**src/rtl/aes_inv_sched_pkg.sv**
```systemverilog
// Shared types and constants for the aes_inv_sched job scheduler.
package aes_inv_sched_pkg;
    localparam int AES_BLK_W = 128;
    localparam int REQ_ID_W  = 2;

    typedef enum logic [2:0] {IDLE, KEXP, LOAD, RUN, RESP} sched_state_t;

    typedef struct packed {
        logic [AES_BLK_W-1:0] key;
        logic [AES_BLK_W-1:0] text;
        logic [REQ_ID_W-1:0]  id;
    } job_t;
endpackage

```
**src/rtl/aes_inv_sched_if.sv**
```systemverilog
// Requester, response and core-side signal bundle for aes_inv_sched.
interface aes_inv_sched_if #(parameter int N_REQ = 2);
    import aes_inv_sched_pkg::*;

    logic [N_REQ-1:0]                req_valid;
    logic [N_REQ-1:0]                req_ready;
    logic [N_REQ-1:0][AES_BLK_W-1:0] req_key;
    logic [N_REQ-1:0][AES_BLK_W-1:0] req_text;
    logic                            rsp_valid;
    logic                            rsp_ready;
    logic [REQ_ID_W-1:0]             rsp_id;
    logic [AES_BLK_W-1:0]            rsp_text;
    logic                            core_kld;
    logic                            core_ld;
    logic [AES_BLK_W-1:0]            core_key;
    logic [AES_BLK_W-1:0]            core_text_in;
    logic                            core_done;
    logic [AES_BLK_W-1:0]            core_text_out;

    // slave: the scheduler; master: requesters, consumer and core around it
    modport slave (
        input  req_valid, req_key, req_text, rsp_ready, core_done, core_text_out,
        output req_ready, rsp_valid, rsp_id, rsp_text, core_kld, core_ld, core_key, core_text_in
    );
    modport master (
        output req_valid, req_key, req_text, rsp_ready, core_done, core_text_out,
        input  req_ready, rsp_valid, rsp_id, rsp_text, core_kld, core_ld, core_key, core_text_in
    );
endinterface

```
**src/rtl/aes_inv_sched_arb.sv**
```systemverilog
// Combinational round-robin picker: first request at or after rr_ptr, wrapping.
module aes_rr_arb
    import aes_inv_sched_pkg::*;
#(
    parameter int N_REQ = 2
) (
    input  logic [N_REQ-1:0]    req,
    input  logic [REQ_ID_W-1:0] rr_ptr,
    output logic [N_REQ-1:0]    gnt,
    output logic [REQ_ID_W-1:0] gnt_id
);
    logic found;

    always_comb begin
        gnt    = '0;
        gnt_id = '0;
        found  = 1'b0;
        for (int k = 0; k < N_REQ; k++) begin
            for (int i = 0; i < N_REQ; i++) begin
                if (!found && req[i] && (i == (int'(rr_ptr) + k) % N_REQ)) begin
                    found  = 1'b1;
                    gnt[i] = 1'b1;
                    gnt_id = REQ_ID_W'(i);
                end
            end
        end
    end
endmodule

```
**src/rtl/aes_inv_sched.sv**
```systemverilog
// Round-robin scheduler sharing one aes_inv_cipher core between N_REQ requesters.
// Optional key cache (skip key expansion on repeated key): AES_INV_SCHED_KEYCACHE_EN.
module aes_inv_sched
    import aes_inv_sched_pkg::*;
#(
    parameter int N_REQ    = 2,
    parameter int KEY_WAIT = 13
) (
    input  logic           clk,
    input  logic           rst,
    aes_inv_sched_if.slave bus
);
    localparam int                  WCNT_W    = (KEY_WAIT > 1) ? $clog2(KEY_WAIT) : 1;
    localparam logic [WCNT_W-1:0]   WCNT_LAST = WCNT_W'(KEY_WAIT - 1);
    localparam logic [REQ_ID_W-1:0] ID_LAST   = REQ_ID_W'(N_REQ - 1);

    sched_state_t         state;
    job_t                 job_r;
    logic [REQ_ID_W-1:0]  rr_ptr;
    logic [REQ_ID_W-1:0]  gnt_id;
    logic [N_REQ-1:0]     gnt;
    logic [WCNT_W-1:0]    wcnt;
    logic                 kld_r, ld_r, rsp_valid_r;
    logic [REQ_ID_W-1:0]  rsp_id_r;
    logic [AES_BLK_W-1:0] rsp_text_r;
    logic [AES_BLK_W-1:0] sel_key, sel_text;
    logic                 hit;

    aes_rr_arb #(.N_REQ(N_REQ)) u_arb (
        .req    (bus.req_valid),
        .rr_ptr (rr_ptr),
        .gnt    (gnt),
        .gnt_id (gnt_id)
    );

    // one-hot select of the granted requester's payload
    always_comb begin
        sel_key  = '0;
        sel_text = '0;
        for (int i = 0; i < N_REQ; i++) begin
            if (gnt[i]) begin
                sel_key  = bus.req_key[i];
                sel_text = bus.req_text[i];
            end
        end
    end

`ifdef AES_INV_SCHED_KEYCACHE_EN
    logic                 kvalid;
    logic [AES_BLK_W-1:0] kcache;

    assign hit = kvalid && (sel_key == kcache);

    // the core holds the key only once a full expansion window has elapsed
    always_ff @(posedge clk or negedge rst) begin
        if (!rst) begin
            kvalid <= 1'b0;
            kcache <= '0;
        end else if (state == KEXP && wcnt == WCNT_LAST) begin
            kvalid <= 1'b1;
            kcache <= job_r.key;
        end
    end
`else
    assign hit = 1'b0;
`endif

    always_ff @(posedge clk or negedge rst) begin
        if (!rst) begin
            state       <= IDLE;
            job_r       <= '0;
            rr_ptr      <= '0;
            wcnt        <= '0;
            kld_r       <= 1'b0;
            ld_r        <= 1'b0;
            rsp_valid_r <= 1'b0;
            rsp_id_r    <= '0;
            rsp_text_r  <= '0;
        end else begin
            kld_r <= 1'b0;
            ld_r  <= 1'b0;
            case (state)
                IDLE: if (|bus.req_valid) begin
                    job_r.key  <= sel_key;
                    job_r.text <= sel_text;
                    job_r.id   <= gnt_id;
                    wcnt       <= '0;
                    if (hit) begin
                        ld_r  <= 1'b1;
                        state <= LOAD;
                    end else begin
                        kld_r <= 1'b1;
                        state <= KEXP;
                    end
                end
                KEXP: if (wcnt == WCNT_LAST) begin
                    ld_r  <= 1'b1;
                    state <= LOAD;
                end else begin
                    wcnt <= wcnt + 1'b1;
                end
                LOAD: state <= RUN;
                RUN: if (bus.core_done) begin
                    rsp_text_r  <= bus.core_text_out;
                    rsp_id_r    <= job_r.id;
                    rsp_valid_r <= 1'b1;
                    state       <= RESP;
                end
                RESP: if (bus.rsp_ready) begin
                    rsp_valid_r <= 1'b0;
                    rr_ptr      <= (job_r.id == ID_LAST) ? '0 : job_r.id + 1'b1;
                    state       <= IDLE;
                end
                default: state <= IDLE;
            endcase
        end
    end

    // accept pulse lands in the grant cycle so the payload is latched on the same edge
    assign bus.req_ready    = (state == IDLE) ? gnt : '0;
    assign bus.rsp_valid    = rsp_valid_r;
    assign bus.rsp_id       = rsp_id_r;
    assign bus.rsp_text     = rsp_text_r;
    assign bus.core_kld     = kld_r;
    assign bus.core_ld      = ld_r;
    assign bus.core_key     = job_r.key;
    assign bus.core_text_in = job_r.text;
endmodule

```
**src/flat_wrapper.sv**
```systemverilog
// flat-port wrapper written by rule: the top's interface ports become plain ports
module aes_inv_sched_flat import aes_inv_sched_pkg::*;
#(
    parameter int N_REQ    = 2,
    parameter int KEY_WAIT = 13
)
  (clk, rst, bus_req_valid, bus_req_key, bus_req_text, bus_rsp_ready, bus_core_done, bus_core_text_out, bus_req_ready, bus_rsp_valid, bus_rsp_id, bus_rsp_text, bus_core_kld, bus_core_ld, bus_core_key, bus_core_text_in);
  aes_inv_sched_if #(.N_REQ(N_REQ)) bus_i ();
  input  logic clk;
  input  logic rst;
  input wire logic [$bits(bus_i.req_valid)-1:0] bus_req_valid;
  input wire logic [$bits(bus_i.req_key)-1:0] bus_req_key;
  input wire logic [$bits(bus_i.req_text)-1:0] bus_req_text;
  input wire logic [$bits(bus_i.rsp_ready)-1:0] bus_rsp_ready;
  input wire logic [$bits(bus_i.core_done)-1:0] bus_core_done;
  input wire logic [$bits(bus_i.core_text_out)-1:0] bus_core_text_out;
  output wire logic [$bits(bus_i.req_ready)-1:0] bus_req_ready;
  output wire logic [$bits(bus_i.rsp_valid)-1:0] bus_rsp_valid;
  output wire logic [$bits(bus_i.rsp_id)-1:0] bus_rsp_id;
  output wire logic [$bits(bus_i.rsp_text)-1:0] bus_rsp_text;
  output wire logic [$bits(bus_i.core_kld)-1:0] bus_core_kld;
  output wire logic [$bits(bus_i.core_ld)-1:0] bus_core_ld;
  output wire logic [$bits(bus_i.core_key)-1:0] bus_core_key;
  output wire logic [$bits(bus_i.core_text_in)-1:0] bus_core_text_in;
  assign bus_i.req_valid = bus_req_valid;
  assign bus_i.req_key = bus_req_key;
  assign bus_i.req_text = bus_req_text;
  assign bus_i.rsp_ready = bus_rsp_ready;
  assign bus_i.core_done = bus_core_done;
  assign bus_i.core_text_out = bus_core_text_out;
  assign bus_req_ready = bus_i.req_ready;
  assign bus_rsp_valid = bus_i.rsp_valid;
  assign bus_rsp_id = bus_i.rsp_id;
  assign bus_rsp_text = bus_i.rsp_text;
  assign bus_core_kld = bus_i.core_kld;
  assign bus_core_ld = bus_i.core_ld;
  assign bus_core_key = bus_i.core_key;
  assign bus_core_text_in = bus_i.core_text_in;
  aes_inv_sched #(.N_REQ(N_REQ), .KEY_WAIT(KEY_WAIT)) u_core (.clk(clk), .rst(rst), .bus(bus_i));
endmodule
```
**config.mk**
```make
export PLATFORM = sky130hd
export DESIGN_NAME = aes_inv_sched_flat
export DESIGN_NICKNAME = d
export VERILOG_FILES = /design/src/rtl/aes_inv_sched_pkg.sv /design/src/rtl/aes_inv_sched_if.sv /design/src/rtl/aes_inv_sched_arb.sv /design/src/rtl/aes_inv_sched.sv /design/src/flat_wrapper.sv
export SDC_FILE = /design/constraint.sdc
export NUM_CORES = 1
export LEC_CHECK = 0
export ABC_AREA = 0
export ABC_CLOCK_PERIOD_IN_PS = 3100
export BUFFER_PORTS_ARGS = -buffer_cell sky130_fd_sc_hd__buf_2
export CELL_PAD_IN_SITES_DETAIL_PLACEMENT = 1
export CELL_PAD_IN_SITES_GLOBAL_PLACEMENT = 1
export CORE_AREA = 2 2 402 404
export CTS_BUF_LIST = sky130_fd_sc_hd__clkbuf_4 sky130_fd_sc_hd__clkbuf_8
export CTS_CLUSTER_DIAMETER = 30
export DETAILED_ROUTE_END_ITERATION = 6
export DIE_AREA = 0 0 404 406
export PLACE_DENSITY = 0.44
export SLEW_MARGIN = 20
export SYNTH_ARGS = -nofsm -noshare
export SYNTH_HDL_FRONTEND = slang
export SYNTH_SLANG_ARGS = --single-unit
```
**constraint.sdc**
```tcl
create_clock -name clk -period 3.1 [get_ports clk]
set_clock_uncertainty 0.2 [all_clocks]
set_input_delay 0.155 -clock clk [delete_from_list [all_inputs] [get_ports clk]]
set_output_delay 0.155 -clock clk [all_outputs]
set_load 0.03 [all_outputs]
```
==> flow_summary.yaml, run 1 <==
clocking:
  cts_made_buffers: 140
  post_cts_buffers: 0
  cts_resized: 0
  clockRootBuffer: "clkbuf_8"
  cts.path.max_buffers: 3
  hold_buffers: 904
  cts.sinks: 397
  htree_levels: 4
synthesis:
  ys_seq_elements: 397
  netlist.area_leader.share_pct: 50.4
  ys_seq_area_share_pct: 50.4
  ys.warnings.count: 0
  yosysTopAreaCell: "dfrtp_1"
  synth_fp_nets: 2126
  syn_area_per_cell_um2: 13.3
  syn_area_mm2: 0.0197
  synth_cells: 1478
  synth.area.top_cells: "dfrtp_1, mux2_2, a32o_1, buf_4, mux2_1"
  post_synth_num_cell_types: 38
placed_design:
  gp_congestion: 0.758
  io_buffers: 1035
  pre_cts_slack_ps: 573
  place_hpwl_um: 81500
die:
  num_rows: 147
  die_w_um: 404
  start_util_pct: 12.3
  boundaryPins: 1037
  die_h_um: 406
outcome:
  error: "[ERROR RSZ-0060] Max buffer count reached."
  status: "aborted with a tool error"
  failing_step: "clock tree synthesis"
[cells in the mapped netlist (all sizes together)]
cell type / count
a21boi: 2
or2: 1
conb: 1
a21o: 1
dfrtp: 397
o2bb2ai: 1
a311oi: 1
nor2: 4
and3b: 1
o32ai: 1
a21oi: 1
a31oi: 1
o21ba: 1
o211ai: 2
nand4b: 1
clkbuf: 95
nand2b: 1
inv: 3
nor3b: 3
nor3: 3
and3: 2
nand4: 3
mux2: 384
nand3: 1
nand2: 6
a32o: 256
ha: 2
o21ai: 4
a41oi: 1
buf: 295
a2111oi: 1
nor2b: 2
[metrics by stage]
step,util [%],instance area (µm²),std cells
detailed placement,16.1,25600,4263
global placement,16.1,25600,4263
floorplan,-,19700,1478
[cells by family after synthesis]
logic type / count (synthesis) / synth area share [%]
buffers and inverters: 393 / 13.1
other: 1 / 0.0190
muxes: 384 / 21.9
adders and majority gates: 2 / 0.127
AOI/OAI and AO/OA: 273 / 13.6
DFF: 397 / 50.4
and+or+nand+nor: 28 / 0.838
==> inputs of run 2 (changes only) <==
--- a/config.mk
+++ b/config.mk
@@ -8,14 +8,10 @@
 export ABC_AREA = 0
 export ABC_CLOCK_PERIOD_IN_PS = 3100
 export BUFFER_PORTS_ARGS = -buffer_cell sky130_fd_sc_hd__buf_2
-export CELL_PAD_IN_SITES_DETAIL_PLACEMENT = 1
-export CELL_PAD_IN_SITES_GLOBAL_PLACEMENT = 1
-export CORE_AREA = 2 2 402 404
-export CTS_BUF_LIST = sky130_fd_sc_hd__clkbuf_4 sky130_fd_sc_hd__clkbuf_8
-export CTS_CLUSTER_DIAMETER = 30
+export CORE_AREA = 2 2 404 406
 export DETAILED_ROUTE_END_ITERATION = 6
-export DIE_AREA = 0 0 404 406
-export PLACE_DENSITY = 0.44
+export DIE_AREA = 0 0 406 408
+export PLACE_DENSITY_LB_ADDON = 0.15
 export SLEW_MARGIN = 20
 export SYNTH_ARGS = -nofsm -noshare
 export SYNTH_HDL_FRONTEND = slang
==> flow_summary.yaml, run 2 <==
setup_path:
  crit_fanout: 83
  cpPeakStageDelay_ps: 610
  required_ps: 3420
  end_kind: "register"
  worstPathArrival_ps: 3200
  worstSetupPathType: "reg -> reg"
  slowest_stage: "dlygate4sd3_1"
  r2r-start: "u_core.rr_ptr[0]$_DFFE_PN0P_"
  startpoint_type: "register"
  crit_path_start: "u_core.rr_ptr[0]$_DFFE_PN0P_"
  worstPathCellList: "nand2b_4 -> buf_12 -> a32o_1 -> dlygate4sd3_1 -> mux2_2"
synthesis:
  yosysMostFrequentCell: "dfrtp_1"
  syn_area_mm2: 0.0197
  syn_area_per_cell_um2: 13.3
  synth_cells: 1478
  ys.warnings.count: 0
  ys_seq_elements: 397
  synth.area.top_cells: "dfrtp_1, mux2_2, a32o_1, buf_4, mux2_1"
  synth_common_cells: "dfrtp_1, mux2_2, buf_4"
  post_synth_num_cell_types: 38
  ys_seq_area_share_pct: 50.4
  netlist.area_leader.share_pct: 50.4
  synthArstFlopShare_pct: 100
  synth-edff-count: 0
  synth_flop_cell: "dfrtp_1"
  synth_fp_nets: 2126
  yosysTopAreaCell: "dfrtp_1"
die:
  coreArea_mm2: 0.162
  num_rows: 148
  boundaryPins: 1037
  die_w_um: 406
  dieArea_mm2: 0.166
  die_h_um: 408
  start_util_pct: 12.2
timing:
  max_freq_mhz: 346
  setup_viol: 0
  setup_slack_ps: 212
  drv_slew: 0
  hold_viol: 0
  post-route-period-util_pct: 93.2
  fin_crit_ps: 2890
  fin_tns_setup_ps: 0
  tightest_slew_ps: 873
  rsz0062_at_grt: "no"
  slew-limit-headroom_pct: 41.8
outcome:
  status: "complete, no violations"
drt:
  ant_nets: 0
  dr.pass1.iters: 7
  drt_iter0_markers: 683
  drt-met1-wl_um: 38300
  wl_met2_um: 49300
  dr.max_layer_used: "met5"
  vias_per_cell: 3.49
  wl_per_cell_um: 19.1
  vias: 17900
  route.met3.wl_um: 6990
  finalWirelength_um: 98200
  post-route-drc-count: 0
finish:
  final_common_cell: "buf_2"
  multi_input_area_mm2: 0.00722
  finalNonFillerCells: 5133
  syn2layout_area_growth_pct: 74.7
  seqCellArea_mm2: 0.00993
  fin_area_mm2: 0.0344
  drive_gt1_share_pct: 50.9
  nNetsFinal: 3546
  layout_common_cells: "buf_2, dlygate4sd3_1, dfrtp_1"
  fillerInstances: 17800
clocking:
  htree_levels: 2
  cts.sinks: 397
  cts_made_buffers: 56
  clkSlewWorstSetupHoldPaths_ps: 60
  cts.path.max_buffers: 3
  cts_tree: "done"
  insertion_delay_ps: 640
  clockRootBuffer: "clkbuf_16"
  post_cts_buffers: 0
placed_design:
  place_area_mm2: 0.0257
  pre_cts_slack_ps: 553
  gp_congestion: 0.752
  place_hpwl_um: 74100
  io_buffers: 1035
  dpl.cell_count: 4347
global_route:
  overflow: 0
  grt_pass1_wl_um: 138000
  grt_usage_pct: 11.3
  grt_start_max_net_pins: 112
  grt_pass1_vias: 19500
  antenna_found_initial: 32
flow_run:
  max_cap_viol_count: 0
pwr:
  leakage_nw: 16.0
  total_power_mw: 31.2
  p_per_area_mw_per_mm2: 906
  ir_worst_vdd_v: 0.000443
hold_path:
  hp-start: "bus_core_text_out[21]"
  min_path_type: "in -> reg"
==> run 2: layer usage <==
metal / vias up / track usage (%)
met2: 667 / 20.2
met1: 8867 / 12.8
met5: - / 0
met3: 145 / 3.28
met4: 10 / 3.88
li1: 8233 / -
==> run 2: cells by family after synthesis <==
group                      share of synthesized area, %
DFF                                                50.4
buffers and inverters                              13.1
muxes                                              21.9
AOI/OAI and AO/OA                                  13.6
and+or+nand+nor                                   0.838
adders and majority gates                         0.127
other                                            0.0190
==> run 2: area by class of cell <==
type / instances / share of cell area (%)
well taps: 2175 / 7.90
inverters: 3 / 0.0327
diodes: 16 / 0.116
clock buffers: 85 / 4.88
multi-input cells: 688 / 21.0
repair buffers: 1752 / 36.4
flip-flops and latches: 397 / 28.9
clock inverters: 17 / 0.836
==> run 2: where the power goes <==
part	internal [mW]	total [mW]	switching, mW
combinational	5.88	15.4	9.53
clock	4.23	6.95	2.73
sequential	7.60	8.81	1.21
==> run 2: stage by stage <==
step                hold WS, ps  utilization, %
global route               34.4            21.3
CTS                        1.76            21.3
finish                     78.9            21.3
detailed placement        -7.50            15.9
floorplan                  -341               -
global placement          -21.2            15.9
==> run 2: worst max-delay path: cells and delay by family (launching register included) <==
kind | cells | cell delay [ps]
mux | 1 | 280
simple gates | 1 | 340
compound gates | 1 | 430
flops | 1 | 420
buf+inv | 2 | 890
==> run 2: final timing paths <==
kind | end | slack [ps] | cells past startpoint
setup / recovery | u_core.bus.core_text_in[115]$_DFFE_PN0P_ | 210 | 5
hold / removal | u_core.bus.rsp_text[21]$_DFFE_PN0P_ | 80 | 3
setup reg to reg | u_core.bus.core_text_in[115]$_DFFE_PN0P_ | 210 | 5
hold reg to reg | u_core.bus.core_text_in[125]$_DFFE_PN0P_ | 280 | 1
max in group asynchronous | u_core.bus.core_key[9]$_DFFE_PN0P_ | 2200 | 3
min in group asynchronous | u_core.bus.rsp_text[2]$_DFFE_PN0P_ | 110 | 3
==> run 2: timing repair <==
| action | in CTS | in global routing |
|---|---|---|
| hold buffers | 668 | 0 |
| resized for setup | 0 | 0 |
| endpoints found under the hold margin | 790 | 0 |
(Power assumes the default switching activity.)
==> inputs of run 3 (changes only) <==
--- a/config.mk
+++ b/config.mk
@@ -5,13 +5,13 @@
 export SDC_FILE = /design/constraint.sdc
 export NUM_CORES = 1
 export LEC_CHECK = 0
-export ABC_AREA = 0
+export ABC_AREA = 1
 export ABC_CLOCK_PERIOD_IN_PS = 3100
 export BUFFER_PORTS_ARGS = -buffer_cell sky130_fd_sc_hd__buf_2
-export CORE_AREA = 2 2 404 406
+export CORE_AREA = 2 2 406 408
 export DETAILED_ROUTE_END_ITERATION = 6
-export DIE_AREA = 0 0 406 408
-export PLACE_DENSITY_LB_ADDON = 0.15
+export DIE_AREA = 0 0 408 410
+export PLACE_DENSITY = 0.32
 export SLEW_MARGIN = 20
 export SYNTH_ARGS = -nofsm -noshare
 export SYNTH_HDL_FRONTEND = slang
==> flow_summary.yaml, run 3 <==
pwr:
  swShare_pct: 48.9
  switching_power_mw: 15.3
  leakage_nw: 19.4
  p_per_area_mw_per_mm2: 868
  pwr-share-comb_pct: 50.6
  ir_worst_vdd_v: 0.000668
  intPower_mw: 15.9
  sequentialPowerShare_pct: 28.3
  clkPwrFrac_pct: 21.1
drt:
  post-route-drc-count: 0
  vias: 23600
  ant_nets: 0
  drt_iter0_markers: 1017
  wl_per_cell_um: 18.4
  dr.pass1.iters: 5
  finalWirelength_um: 120000
  vias_per_cell: 3.63
setup_path:
  r2r-start: "u_core.rr_ptr[0]$_DFFE_PN0P_"
  worstSetupPathType: "reg -> reg"
  worstPathArrival_ps: 3230
  crit_path_start: "u_core.rr_ptr[0]$_DFFE_PN0P_"
  required_ps: 3470
  crit_fanout: 47
  end_kind: "register"
  startpoint_type: "register"
global_route:
  grt_pass1_wl_um: 171000
  grt_usage_pct: 13.8
  grt_pass1_vias: 24700
  grt_start_max_net_pins: 156
  antenna_found_initial: 36
  overflow: 0
clocking:
  cts_tree: "done"
  cts_resized: 0
  post_cts_buffers: 0
  cts.sinks: 397
  cts.path.max_buffers: 3
  cts_made_buffers: 55
  clockRootBuffer: "clkbuf_16"
  hold_buffers: 702
  htree_levels: 2
  clkSlewWorstSetupHoldPaths_ps: 60
  insertion_delay_ps: 610
finish:
  drive_gt1_share_pct: 27.8
  seqCellArea_mm2: 0.00993
  utilization_pct: 22.0
  multi_input_area_mm2: 0.00740
  layout_common_cells: "nand2_1, buf_2, dlygate4sd3_1"
  final_common_cell: "nand2_1"
  fillerInstances: 18500
  nNetsFinal: 4899
  syn2layout_area_growth_pct: 70.6
  fin_area_mm2: 0.0359
timing:
  fin_crit_ps: 2860
  max_freq_mhz: 349
  drv_slew: 0
  fin_tns_setup_ps: 0
  tightest_slew_ps: 910
  slew-limit-headroom_pct: 39.3
  post-route-period-util_pct: 92.3
  setup_slack_ps: 238
  setup_viol: 0
  hold_viol: 0
  rsz0062_at_grt: "no"
  holdWs_ps: 55.3
synthesis:
  synth_flop_cell: "dfrtp_1"
  synth.area.top_cells: "dfrtp_1, nand2_1, buf_4, nand3_1, o21ai_0"
  synth_common_cells: "nand2_1, dfrtp_1, nand3_1"
  synth-edff-count: 0
  netlist.area_leader.share_pct: 47.2
  synth_fp_nets: 3485
  post_synth_num_cell_types: 24
  yosysTopAreaCell: "dfrtp_1"
  ys.warnings.count: 0
  ys_seq_elements: 397
  synthArstFlopShare_pct: 100
  yosysMostFrequentCell: "nand2_1"
  synth_cells: 2837
  syn_area_mm2: 0.0211
  ys_seq_area_share_pct: 47.2
  syn_area_per_cell_um2: 7.42
hold_path:
  hp-start: "bus_core_done"
  min_path_type: "in -> reg"
placed_design:
  io_buffers: 1035
  gp_congestion: 0.839
  place_hpwl_um: 91000
  pre_cts_slack_ps: 815
  place_area_mm2: 0.0270
die:
  num_rows: 149
  boundaryPins: 1037
  coreArea_mm2: 0.163
  start_util_pct: 12.9
  dieArea_mm2: 0.167
  die_h_um: 410
  die_w_um: 408
flow_run:
  max_cap_viol_count: 0
outcome:
  status: "complete, no violations"
[run 3: cell types whose count changed in the layout (fill, tap and decap cells not counted), moves of 6 or more]
cell and change:
inv_1 +266, buf_4 +13, nor2_1 +7, mux2_1 -65
nand2_1 +1042, nand3_1 +392, clkinv_2 +6, a32o_1 -256
o21ai_0 +256, mux2_2 -319, dlygate4sd3_1 +34
[run 3: cell type report]
type,count,area share [%]
sequential,397,27.7
timing repair buffer,1797,36.0
clock buffer,84,4.61
antenna,17,0.118
multi-input combinational,1729,20.6
inverter,271,2.85
tap,2189,7.62
clock inverter,17,0.526
[run 3: critical path: stages (launching register included)]
cell	delay, ps
dfrtp_1	460
nand2_4	120
buf_12	220
buf_4	260
nand3_1	90
dlygate4sd3_1	570
o21ai_0	80
dlygate4sd3_1	580
nand2_1	80
nand2_1	90
[run 3: power by group through the flow]
stage,registers [mW],logic [mW],clock network (mW)
2_1_floorplan,9.93,9.31,0
3_3_place_gp,8.91,14.9,0
3_5_place_dp,8.89,14.9,0
4_1_cts,8.85,16.2,6.90
5_1_grt,9.09,17.2,7.09
6_report,8.82,15.8,6.59
[run 3: metrics by stage]
step	power (mW)	cells
4_1_cts	31.9	6484
6_report	31.2	6501
2_1_floorplan	19.2	2837
3_3_place_gp	23.8	5681
3_5_place_dp	23.8	5681
5_1_grt	33.3	6500
[run 3: worst paths after layout]
check | endpoint | slack [ps] | depth (start not counted)
max in group asynchronous | u_core.bus.core_key[60]$_DFFE_PN0P_ | 1670 | 5
setup reg to reg | u_core.bus.core_text_in[12]$_DFFE_PN0P_ | 240 | 9
setup / recovery | u_core.bus.core_text_in[12]$_DFFE_PN0P_ | 240 | 9
min in group asynchronous | u_core.bus.rsp_text[15]$_DFFE_PN0P_ | 470 | 4
hold / removal | u_core.bus.rsp_text[17]$_DFFE_PN0P_ | 60 | 4
hold reg to reg | u_core.bus.rsp_text[121]$_DFFE_PN0P_ | 260 | 2
[run 3: cell families after synthesis]
group / Yosys count / synth area share (%)
simple gates: 1462 / 28.5
buf+inv: 711 / 17.9
flops: 397 / 47.2
compound gates: 263 / 6.27
fa+ha+maj: 2 / 0.119
xor+xnor: 1 / 0.0416
other cells: 1 / 0.0178
[run 3: metal layers]
metal | GRT usage, % | vias to the layer above | routed length (µm)
met1 | 15.5 | 11200 | 46600
li1 | - | 11400 | -
met4 | 5.81 | 10 | 5690
met2 | 23.8 | 783 | 57900
met5 | 0 | - | 61
met3 | 4.62 | 187 | 9530
